$ cat src/rtl/subtractor_64_bit_seq.sv
// Multi-cycle unsigned subtractor: diff = input1 - input2, CHUNK bits per clock, LSB chunk first.
// Optional macro SUB_OVERFLOW_EN adds a registered signed-overflow output.
module subtractor_64_bit_seq #(
  parameter int WIDTH = 64,
  parameter int CHUNK = 8
) (
  input  logic             clk,
  input  logic             rst_n,
  input  logic             start,
  input  logic [WIDTH-1:0] input1,
  input  logic [WIDTH-1:0] input2,
  output logic             busy,
  output logic             done,
  output logic [WIDTH-1:0] diff,
  output logic             borrow
`ifdef SUB_OVERFLOW_EN
  ,
  output logic             overflow
`endif
);

  localparam int N     = WIDTH / CHUNK;
  localparam int CNT_W = (N > 1) ? $clog2(N) : 1;

  typedef enum logic {IDLE, BUSY} state_t;

  state_t           state;
  logic [WIDTH-1:0] op_a;
  logic [WIDTH-1:0] op_b;
  logic [CNT_W-1:0] cnt;
  logic             brw;

  logic [31:0]      sh;
  logic [CHUNK-1:0] a_c;
  logic [CHUNK-1:0] b_c;
  logic [CHUNK:0]   sub;
  logic [WIDTH-1:0] mask;
  logic [WIDTH-1:0] diff_nxt;
  logic             last;

  // The extra MSB of the CHUNK+1 bit result is the borrow out of this chunk.
  function automatic logic [CHUNK:0] chunk_sub(input logic [CHUNK-1:0] a,
                                               input logic [CHUNK-1:0] b,
                                               input logic             bin);
    chunk_sub = {1'b0, a} - {1'b0, b} - {{CHUNK{1'b0}}, bin};
  endfunction

  always_comb begin
    sh       = 32'(cnt) * 32'(CHUNK);
    a_c      = CHUNK'(op_a >> sh);
    b_c      = CHUNK'(op_b >> sh);
    sub      = chunk_sub(a_c, b_c, brw);
    mask     = WIDTH'({CHUNK{1'b1}}) << sh;
    diff_nxt = (diff & ~mask) | (WIDTH'(sub[CHUNK-1:0]) << sh);
    last     = (cnt == CNT_W'(N - 1));
  end

  always_ff @(posedge clk or negedge rst_n) begin
    if (!rst_n) begin
      state    <= IDLE;
      busy     <= 1'b0;
      done     <= 1'b0;
      diff     <= '0;
      borrow   <= 1'b0;
      op_a     <= '0;
      op_b     <= '0;
      cnt      <= '0;
      brw      <= 1'b0;
`ifdef SUB_OVERFLOW_EN
      overflow <= 1'b0;
`endif
    end else begin
      case (state)
        IDLE: begin
          done <= 1'b0;
          if (start) begin
            op_a  <= input1;
            op_b  <= input2;
            cnt   <= '0;
            brw   <= 1'b0;
            busy  <= 1'b1;
            state <= BUSY;
          end
        end
        BUSY: begin
          diff <= diff_nxt;
          brw  <= sub[CHUNK];
          cnt  <= cnt + CNT_W'(1);
          if (last) begin
            state    <= IDLE;
            busy     <= 1'b0;
            done     <= 1'b1;
            borrow   <= sub[CHUNK];
`ifdef SUB_OVERFLOW_EN
            overflow <= (op_a[WIDTH-1] != op_b[WIDTH-1]) &&
                        (diff_nxt[WIDTH-1] != op_a[WIDTH-1]);
`endif
          end
        end
        default: state <= IDLE;
      endcase
    end
  end

endmodule

$ cat config.mk
export PLATFORM = sky130hd
export DESIGN_NAME = subtractor_64_bit_seq
export DESIGN_NICKNAME = d
export VERILOG_FILES = /design/src/rtl/subtractor_64_bit_seq.sv
export SDC_FILE = /design/constraint.sdc
export NUM_CORES = 1
export LEC_CHECK = 0
export CORE_MARGIN = 4
export CORE_UTILIZATION = 56
export CTS_BUF_LIST = sky130_fd_sc_hd__clkbuf_2
export DETAILED_ROUTE_END_ITERATION = 16
export GPL_ROUTABILITY_DRIVEN = 0
export PLACE_DENSITY = 0.95
export SYNTH_ARGS = -nofsm -noshare
export SYNTH_HDL_FRONTEND = slang
export SYNTH_SLANG_ARGS = --single-unit
$ cat constraint.sdc
create_clock -name clk -period 5.8 [get_ports clk]
set_clock_uncertainty 0.15 [all_clocks]
set_input_delay 0.87 -clock clk [delete_from_list [all_inputs] [get_ports clk]]
set_output_delay 0.87 -clock clk [all_outputs]
set_load 0.005 [all_outputs]
After elaboration in Yosys (flattened, before gate mapping)
Index checks and enable logic that the tools add are counted.
{ "classes": {"shift": 4, "n_eq_ne": 3, "n_reduce_logical": 3, "n_bitwise": 4, "n_addsub": 3, "n_mux": 12} }
{ "ops": {"columns": ["op", "count"], "rows": [
  ["$shr A64 B6 Y8", 2],
  ["$and A64 B64 Y64", 1],
  ["$not A64 Y64", 1],
  ["$or A64 B64 Y64", 1],
  ["$shl A8 B6 Y64", 1],
  ["$shl A8 B6 Y64 const A", 1],
  ["$sub A8 B8 Y9", 1],
  ["$sub A9 B1 Y9", 1],
  ["$pmux W1 S2", 4],
  ["$mux W1", 6],
  ["$pmux W3 S2", 1],
  ["$reduce_and A2 Y1", 3],
  ["$add A3 B1 Y3 const B", 1],
  ["$eq A3 B3 Y1 const B", 1],
  ["$mux W3", 1],
  ["$ne A2 B1 Y1 const B", 1],
  ["$ne A2 B2 Y1 const B", 1],
  ["$not A1 Y1", 1]
]} }
{ "totals": {"register_bits": 200, "in_bits": 131} }

Logic depth before layout (Yosys ltp)
Gate-level depths: netlist of run 1.
{ "logic_depth": {"depth_word": 5, "mapped_depth": 14, "mapped_depth_nobuf": 12} }

Worst setup path before layout of run 1
No wires, ideal clock.
{ "synth_path": {"path_kind": "register -> register", "startpoint": "register cnt[0]", "endpoint": "register diff[31]", "n_path_buf": 2, "arrival_time_ps": 3439, "setup_ps": 121, "path_slack_ps": 2090, "required_time_ps": 5529, "path_stages_with_launch": 15, "path_cell_list": "dfrtp_1 buf_2 buf_2 mux4_2 nand2_1 nand2_1 ha_1 inv_1 ha_1 a21oi_1 o21ai_0 a21oi_1 mux2i_1 o211ai_2 a22o_1"} }
{ "synth_between": {"elab_chain_cells": 5} }
{ "synth_lines": {"columns": ["item", "line_no", "text"], "rows": [
  ["start: declaration", "30", "logic [CNT_W-1:0] cnt;"],
  ["start signal: assignment", "88", "cnt <= cnt + CNT_W'(1);"],
  ["$shr A64 B6 Y8 (on tied branches)", "50, 51", null],
  ["$sub A8 B8 Y9", "45", "chunk_sub = {1'b0, a} - {1'b0, b} - {{CHUNK{1'b0}}, bin};"],
  ["$sub A9 B1 Y9", "45", null],
  ["$shl A8 B6 Y64", "54", "diff_nxt = (diff & ~mask) | (WIDTH'(sub[CHUNK-1:0]) << sh);"],
  ["$or A64 B64 Y64 *", "54", null],
  ["end signal: assignment", "86", "diff <= diff_nxt;"],
  ["end: declaration", "14", "output logic [WIDTH-1:0] diff,"]
]} }
Mark *: on every way between the ends. The rest lies on a longest branch, timed or not.
A chain may end at the register's enable or synchronous reset.

Worst setup path after layout of run 1
{ "layout_path": {"startpoint": "register cnt[0]", "endpoint": "register diff[15]"} }
Same word-level chain as after synthesis.

==> impl_metrics.json, run 1 <==
{
  "run_status": "finished clean",
  "grt_first_pass_wirelength_mm": 34.6,
  "final_net_count": 955,
  "cts_resized": 0,
  "synth-main-ff-cell": "dfrtp_1",
  "io_pins": 198,
  "post_synth_instance_area_sq_um": 8890,
  "cts-root-to-sink-buffers": 2,
  "layout-area-overhead-vs-synth_pct": 26.5,
  "end_kind": "flop",
  "post-route-period-util_pct": 73.5,
  "insertion_delay_ns": 0.75,
  "compound_cell_area_share_of_the_yosys_netlist_pct": 8.22,
  "worst_min_delay_path_category": "input pin to async pin",
  "grt_setup_unrepaired": "false",
  "drt_drc_violations_left": 0,
  "mappedNetlistNets": 763,
  "synthDominantCellAreaShare_pct": 56.3,
  "final_area_sq_um": 11200,
  "synth-warning-count": 0,
  "clock_buffer_count_from_cts": 17,
  "drt_iter0_markers": 594,
  "synth_area_per_cell_sq_um": 14.5,
  "drv_cap": 0,
  "clk_root_buffer_cell": "clkbuf_2",
  "die_area_sq_um": 17900,
  "drtAntennaViolNets": 0,
  "worstPathArrival_ns": 4.77,
  "n_antenna_cell": 0,
  "max_transition_margin_pct": 22.3,
  "report.final.slew_viol_count": 0,
  "grt_use_total_pct": 24.8,
  "synth_xor_xnor_area_share_pct": 0.577,
  "synth-adder-area-share_pct": 2.99,
  "timing.reg2reg.setup_slack_ns": 1.54,
  "io_buffers": 197,
  "register_to_register_path_depth": 12,
  "r2r-start": "cnt[0]",
  "grt_antenna_before_repair": 0,
  "yosys.cell_count.top_type": "dfrtp_1",
  "yosys.area_share.simple_pct": 4.07,
  "worstSetupPathType": "flop to flop",
  "report.final.hold_viol_count": 0,
  "initial_core_util_pct": 57.8,
  "grt_remaining_overflow": 0,
  "grt_pass1_vias": 6451,
  "synth_enable_flop_cells": 0,
  "postPlaceCellArea_sq_um": 11000,
  "critical_path.startpoint_type": "flop",
  "synth_sequential_area_ratio_pct": 56.3,
  "placeableCoreArea_sq_um": 15400,
  "tritoncts": "done",
  "cts_setup_buffers": 0,
  "ys_top_cells_by_count": "dfrtp_1 (200), mux2_2 (132), a22o_1 (57), nand2_1 (47), mux4_2 (30)",
  "synth.lib_cells_used.distinct": 42,
  "grt_max_degree": 116,
  "report.final.setup_viol": 0,
  "clkSlewWorstSetupHoldPaths_ns": 0.26,
  "route.detailed.wl_per_inst_um": 21.1,
  "dieHeight_um": 134,
  "finalSetupTns_ns": 0,
  "tightestPinTransition_ns": 1.16,
  "placement_row_count": 45,
  "clkSinkCount": 200,
  "postSynthCellCount": 612,
  "hold_buffers": 0,
  "finalCriticalPeriod_ns": 4.26,
  "async_flop_share_pct": 100,
  "totalWireLength_mm": 21.6,
  "die_x_um": 134,
  "final_layout_size_suffix_gt1_share_pct": 25.6,
  "worst_r2r_endpoint": "diff[15]",
  "detailedRoute.firstPassIterationCount": 5,
  "synth.area.mux_share_pct": 25.3,
  "critical_path_required_ns": 6.30,
  "filler_instances": 943,
  "dominant_combinational_cell_family_by_area_after_synthesis": "multiplexers",
  "synth_seq_cells": 200,
  "ctsHtreeMaxLevel": 4,
  "timing.critical_path.fanout_max": 28,
  "synth_top_cells_by_area": "dfrtp_1 (56%), mux2_2 (17%), mux4_2 (7.6%)",
  "dp_hpwl_mm": 16.2,
  "fmaxAchievable_mhz": 235,
  "detailroute.via_count": 6127,
  "dr_vias_cell": 5.97,
  "synth.largest_area_cell": "dfrtp_1"
}
metal layers:
layer	share of wire, %	vias to the layer above	track usage (%)
met5	0	-	0
met4	3.1	0	10.1
met3	8.4	61	5.48
met2	48	378	40.3
met1	40	3049	32.7
li1	-	2639	-
cell usage in the layout (no fill, tap or decap), types with 5 or more instances in the layout:
master / synthesis / final
inv_1: 21 / 21
clkbuf_2: 0 / 21
o31ai_1: 8 / 8
mux2i_1: 9 / 9
mux2_2: 132 / 132
mux4_2: 30 / 30
ha_1: 18 / 18
nor2b_1: 6 / 5
nand2_1: 47 / 47
a22o_1: 57 / 57
nor2_1: 11 / 11
buf_4: 1 / 5
dfrtp_1: 200 / 198
clkdlybuf4s50_1: 0 / 196
critical path, cell delays in order (launching register included):
cell and delay, ns:
dfrtp_2 1.07, mux4_2 0.61, nand2_1 0.08, nand2_1 0.09, ha_1 0.27, inv_1 0.04
ha_1 0.34, a21oi_1 0.30, o21ai_0 0.20, a21oi_1 0.26, mux2i_1 0.25, o211ai_2 0.22
a22o_1 0.27
registers in the layout, indices dropped and copies added (netlist names):
name	count
borrow	1
op_a	64
op_b	64
brw	1
done	1
state	1
diff	64
cnt	3
busy	1
how the worst max path moves through the flow:
| stage | to | slack, ns | depth (start not counted) | start |
|---|---|---|---|---|
| 2_1_floorplan | diff[31] | 2.09 | 14 | cnt[0] |
| 3_3_place_gp | diff[31] | 1.70 | 12 | cnt[0] |
| 3_5_place_dp | diff[31] | 1.57 | 12 | cnt[0] |
| 4_1_cts | diff[31] | 1.50 | 12 | cnt[0] |
| 5_1_grt | diff[55] | 1.16 | 12 | cnt[0] |
| 6_report | diff[15] | 1.54 | 12 | cnt[0] |
stage by stage:
step / util [%] / setup slack (ns) / hold slack, ns / std cells
final: 73.1 / 1.54 / 0.0571 / 1026
after detailed placement: 71.8 / 1.57 / 0.333 / 996
after CTS: 73.1 / 1.50 / 0.0289 / 1026
after global placement: 71.8 / 1.70 / 0.324 / 996
after global routing: 73.1 / 1.16 / 0.0636 / 1026
after floorplan: - / 2.09 / 0.323 / 612
layout make-up:
type / instances / area, sq um / area share, %
Timing Repair Buffer: 202 / 2010 / 17.9
Inverter: 22 / 82.6 / 0.734
Multi-Input combinational cell: 361 / 3670 / 32.6
Sequential cell: 200 / 5010 / 44.5
Clock buffer: 21 / 105 / 0.935
Tap cell: 211 / 264 / 2.35
Clock inverter: 9 / 103 / 0.913
logic make-up after synthesis:
kind of cell               Yosys count
DFF                                200
muxes                              171
AOI/OAI and AO/OA                   86
and+or+nand+nor                     79
buffers and inverters               51
adders and majority gates           20
xor gates and xnor gates             5
Power of run 1 is left out: the tool's default activity adds up to more than one toggle a clock period on the data nets, which glitch-free logic cannot reach.
==> run 2, diff against run 1 <==
Settings changed: CORE_UTILIZATION 56 to 52, PLACE_DENSITY 0.95 to 0.91.
Clock period 5.8 ns to 4.5 ns, I/O delays scaled along.
==> impl_metrics.json, run 2 (synthesis gave the netlist of run 1 again) <==
{
  "run_status": "finished clean",
  "global_route.usage.met2_pct": 35.8,
  "dr_vias_cell": 5.68,
  "cts-root-to-sink-buffers": 2,
  "grt_first_pass_wirelength_mm": 33.0,
  "report.final.slew_viol_count": 0,
  "cp_cell_sequence": "buf_12 -> mux4_2 -> mux2i_1 -> fa_1 -> inv_1 -> fa_1 -> nand2_1 -> a21oi_1 -> o21bai_1 -> a21oi_1 -> xnor2_1 -> a22o_1",
  "tritoncts": "done",
  "die_area_sq_um": 19200,
  "drtAntennaViolNets": 0,
  "report.final.hold_viol_count": 0,
  "grt_remaining_overflow": 0,
  "grt_use_total_pct": 21.8,
  "detailedRoute.firstPassIterationCount": 4,
  "layout_common_cells": "dfrtp_1 (198), clkdlybuf4s50_1 (196), mux2_2 (132), a22o_1 (57), nand2_1 (47)",
  "seqCellArea_sq_um": 5010,
  "grt_use_met3_pct": 6.31,
  "grt_setup_unrepaired": "false",
  "critical_path.startpoint_type": "flop",
  "report.final.setup_viol": 0,
  "grt.busiest_layer": "met2",
  "clock_buffer_count_from_cts": 17,
  "insertion_delay_ns": 0.73,
  "worstSetupPathType": "flop to flop",
  "drt_drc_violations_left": 0,
  "die_x_um": 139,
  "cts_resized": 0,
  "end_kind": "flop",
  "timing.critical_path.fanout_max": 24,
  "delay_of_the_slowest_cell_on_the_worst_path_ns": 0.69,
  "tightestPinTransition_ns": 1.04,
  "grt_pass1_vias": 6183,
  "grt_max_degree": 111,
  "worstPathArrival_ns": 4.48,
  "postLayoutCoreUtil_pct": 68.2,
  "io_buffers": 197,
  "finalCriticalPeriod_ns": 3.93,
  "dieHeight_um": 139,
  "multi_input_comb_area_sq_um": 3670,
  "clkSinkCount": 200,
  "max_transition_margin_pct": 30.0,
  "worst_min_delay_path_category": "input pin to flop",
  "dp_hpwl_mm": 15.8,
  "critical_path_required_ns": 5.04,
  "post-route-period-util_pct": 87.4,
  "layout.cells.most_common": "dfrtp_1",
  "placement_row_count": 47,
  "holdPathStages": 2,
  "detailroute.via_count": 5923,
  "ctsHtreeMaxLevel": 4,
  "initial_core_util_pct": 53.4,
  "filler_instances": 1182,
  "grt.met1_usage_pct": 28.3,
  "final_net_count": 961,
  "fmaxAchievable_mhz": 254,
  "grt_antenna_before_repair": 1,
  "top_regs": "diff (64), op_a (64), op_b (64)",
  "layout-area-overhead-vs-synth_pct": 27.7,
  "route.detailed.wl_per_inst_um": 20.1,
  "drt_iter0_markers": 387,
  "clk_root_buffer_cell": "clkbuf_2",
  "critical-path-slowest-cell": "xnor2_1",
  "placeableCoreArea_sq_um": 16600,
  "totalWireLength_mm": 20.9,
  "drv_cap": 0,
  "final_layout_size_suffix_gt1_share_pct": 26.4,
  "io_pins": 198,
  "clkSlewWorstSetupHoldPaths_ns": 0.29,
  "register_to_register_path_depth": 12,
  "n_antenna_cell": 0,
  "finalSetupTns_ns": 0
}
-- run 2: cell count changes in the layout (fill, tap and decap cells not counted), moves of 2 or more --
cell,change
buf_12,+2
buf_4,+3
inv_8,+3
clkinv_4,+4
clkbuf_2,-3
-- run 2: worst max-delay path, delay by kind of cell, from the launching register on --
kind | cells | cell delay, ns
buffers and inverters | 2 | 0.31
and+or+nand+nor | 1 | 0.09
AOI/OAI and AO/OA | 4 | 0.67
xor gates and xnor gates | 1 | 0.69
muxes | 2 | 0.75
DFF | 1 | 0.54
adders and majority gates | 2 | 0.69
-- run 2: metrics by stage --
stage          area [sq um]  instances  setup slack [ns]  hold WS, ns
6_report              11300       1043             0.567        0.365
3_5_place_dp          11100       1010             0.670        0.318
4_1_cts               11300       1043             0.616        0.277
5_1_grt               11300       1043             0.335        0.236
2_1_floorplan          8890        612             0.790        0.229
3_3_place_gp          11100       1010             0.811        0.312
-- run 2: per-layer routing --
| metal | wire length (um) | vias up | share of wire, % |
|---|---|---|---|
| met5 | 11 | - | 0.053 |
| met4 | 512 | 2 | 2.4 |
| met3 | 1530 | 32 | 7.3 |
| met2 | 10100 | 250 | 48 |
| met1 | 8770 | 2998 | 42 |
| li1 | - | 2641 | - |
-- run 2: final cells by class --
type,instances,area share [%]
sequential,200,44.1
tap,220,2.43
multi-input combinational,361,32.3
clock buffer,18,0.794
timing repair buffer,208,18.4
clock inverter,14,1.23
inverter,22,0.728
-- run 2: path summary, 6_finish.rpt --
kind | startpoint | endpoint | slack (ns)
setup / recovery | cnt[0] | diff[46] | 0.57
min in group asynchronous | rst_n | diff[52] | 0.42
hold / removal | input2[58] | op_b[58] | 0.36
hold reg to reg | done | done | 0.37
setup reg to reg | cnt[0] | diff[46] | 0.57
max in group asynchronous | rst_n | op_b[4] | 2.80
-- run 2: timing repair --
action | in CTS | in global routing
hold buffers | 1 | 0
buffers inserted | 0 | 0
hold endpoints to repair | 107 | 0
Power of run 2 is left out for the same reason.
==> run 3, diff against run 2 <==
Settings changed: ABC_AREA from default to 1, CORE_UTILIZATION 52 to 51, CTS_BUF_LIST sky130_fd_sc_hd__clkbuf_2 to sky130_fd_sc_hd__clkbuf_8 sky130_fd_sc_hd__clkbuf_16, PLACE_DENSITY 0.91 to 0.89.
==> impl_metrics.json, run 3 <==
{
  "run_status": "finished clean",
  "cp_cell_sequence": "inv_2 -> buf_12 -> o21ai_0 -> o22ai_1 -> nor2_1 -> a31oi_1 -> fa_1 -> inv_1 -> fa_1 -> xnor2_1 -> nand3_1 -> o21ai_0",
  "synthDominantCellAreaShare_pct": 54.3,
  "async_flop_share_pct": 100,
  "critical-path-slowest-cell": "xnor2_1",
  "fmaxAchievable_mhz": 274,
  "end_kind": "flop",
  "hold_buffers": 0,
  "yosys.cell_count.top_type": "dfrtp_1",
  "mappedNetlistNets": 1027,
  "grt_use_total_pct": 24.2,
  "final_cell_count_no_fill": 1282,
  "layout-area-overhead-vs-synth_pct": 29.3,
  "ctsHtreeMaxLevel": 4,
  "synth_sequential_area_ratio_pct": 54.3,
  "finalCriticalPeriod_ns": 3.64,
  "clkSlewWorstSetupHoldPaths_ns": 0.07,
  "die_x_um": 142,
  "timing.critical_path.fanout_max": 67,
  "synth.lib_cells_used.distinct": 32,
  "global_route.usage.met2_pct": 39.0,
  "grt.busiest_layer": "met2",
  "insertion_delay_ns": 0.43,
  "dp_hpwl_mm": 17.4,
  "worstSetupPathType": "flop to flop",
  "dieHeight_um": 142,
  "grt_use_met3_pct": 4.81,
  "drt_drc_violations_left": 0,
  "cts_resized": 0,
  "synth-warning-count": 0,
  "critical_path.startpoint_type": "flop",
  "io_buffers": 197,
  "grt_remaining_overflow": 0,
  "worst_min_delay_path_category": "input pin to async pin",
  "filler_instances": 1270,
  "synth_enable_flop_cells": 0,
  "top_regs": "diff (64), op_a (64), op_b (64)",
  "postSynthCellCount": 876,
  "ys_top_cells_by_count": "dfrtp_1 (200), mux2_2 (128), nand2_1 (119), o21ai_0 (103), nor2_1 (96)",
  "tightestPinTransition_ns": 0.880,
  "finalSetupTns_ns": 0,
  "grt_pass1_vias": 7425,
  "grt.met1_usage_pct": 33.5,
  "n_antenna_cell": 0,
  "grt_setup_unrepaired": "false",
  "dr_vias_cell": 5.72,
  "detailroute.via_count": 7334,
  "synth.largest_area_cell": "dfrtp_1",
  "synth-main-ff-cell": "dfrtp_1",
  "grt_max_degree": 103,
  "clk_root_buffer_cell": "clkbuf_16",
  "final_layout_size_suffix_gt1_share_pct": 18.2,
  "totalWireLength_mm": 24.2,
  "drv_cap": 0,
  "placeableCoreArea_sq_um": 17500,
  "route.detailed.wl_per_inst_um": 18.9,
  "initial_core_util_pct": 52.7,
  "clock_buffer_count_from_cts": 17,
  "layout.cells.most_common": "dfrtp_1",
  "report.final.slew_viol_count": 0,
  "cts_setup_buffers": 0,
  "post_synth_instance_area_sq_um": 9220,
  "report.final.setup_viol": 0,
  "detailedRoute.firstPassIterationCount": 7,
  "drt_iter0_markers": 655,
  "io_pins": 198,
  "tritoncts": "done",
  "die_area_sq_um": 20300,
  "layout_common_cells": "dfrtp_1 (198), clkdlybuf4s50_1 (196), mux2_2 (128), nand2_1 (118), o21ai_0 (103)",
  "synth_top_cells_by_area": "dfrtp_1 (54%), mux2_2 (16%), o21ai_0 (5.6%)",
  "critical_path_required_ns": 4.68,
  "grt_antenna_before_repair": 0,
  "final_net_count": 1196,
  "delay_of_the_slowest_cell_on_the_worst_path_ns": 0.63,
  "synth_seq_cells": 200,
  "grt_first_pass_wirelength_mm": 38.6,
  "post-route-period-util_pct": 81.0,
  "drtAntennaViolNets": 0,
  "worstPathArrival_ns": 3.83,
  "synth_area_per_cell_sq_um": 10.5,
  "clkSinkCount": 200,
  "max_transition_margin_pct": 41.1,
  "cts-root-to-sink-buffers": 2,
  "report.final.hold_viol_count": 0,
  "placed_cells": 1251,
  "placement_row_count": 48
}
==> run 3: worst max-delay path, delay by kind of cell, from the launching register on <==
kind | cells | cell delay, ns
AOI/OAI and AO/OA | 4 | 0.72
xor gates and xnor gates | 1 | 0.63
and+or+nand+nor | 2 | 0.24
adders and majority gates | 2 | 0.70
buffers and inverters | 3 | 0.64
DFF | 1 | 0.43
==> run 3: cells by family after synthesis <==
group                      synth area share, %
and+or+nand+nor                           13.2
buffers and inverters                     4.51
adders and majority gates                 2.88
muxes                                     15.6
xor gates and xnor gates                 0.584
DFF                                       54.3
AOI/OAI and AO/OA                         8.91
==> run 3: cell type report <==
class	instances	area (sq um)	area share (%)
tap	225	282	2.36
clock inverter	13	144	1.21
inverter	41	154	1.29
multi-input combinational	580	3800	31.9
clock buffer	18	439	3.69
sequential	200	5010	42.0
timing repair buffer	205	2090	17.5
==> run 3: metal layers <==
layer  part of all wire, %  wire length (um)
met2                    48             11600
met1                    41              9890
met4                   2.3               552
met3                   8.8              2140
met5                     0                 0
==> run 3: worst paths after layout <==
| check | startpoint | to | slack [ns] | cells past startpoint |
|---|---|---|---|---|
| min in group clk | diff[37] | diff[37] | 0.33 | 2 |
| max in group asynchronous | rst_n | op_b[50] | 3.14 | 2 |
| hold / removal | rst_n | diff[3] | 0.17 | 1 |
| setup reg to reg | cnt[0] | diff[42] | 0.86 | 12 |
| setup / recovery | cnt[0] | diff[42] | 0.86 | 12 |
| hold reg to reg | diff[37] | diff[37] | 0.33 | 2 |
==> run 3: stage by stage <==
stage               worst slack, ns  hold slack, ns  area (sq um)  util (%)
CTS                           0.923           0.206         11900      68.2
floorplan                      1.33           0.229          9220         -
global placement               1.08           0.315         11300      64.8
global route                  0.636           0.241         11900      68.2
detailed placement            0.955           0.318         11300      64.8
finish                        0.855           0.171         11900      68.2
Power of run 3 is left out for the same reason.
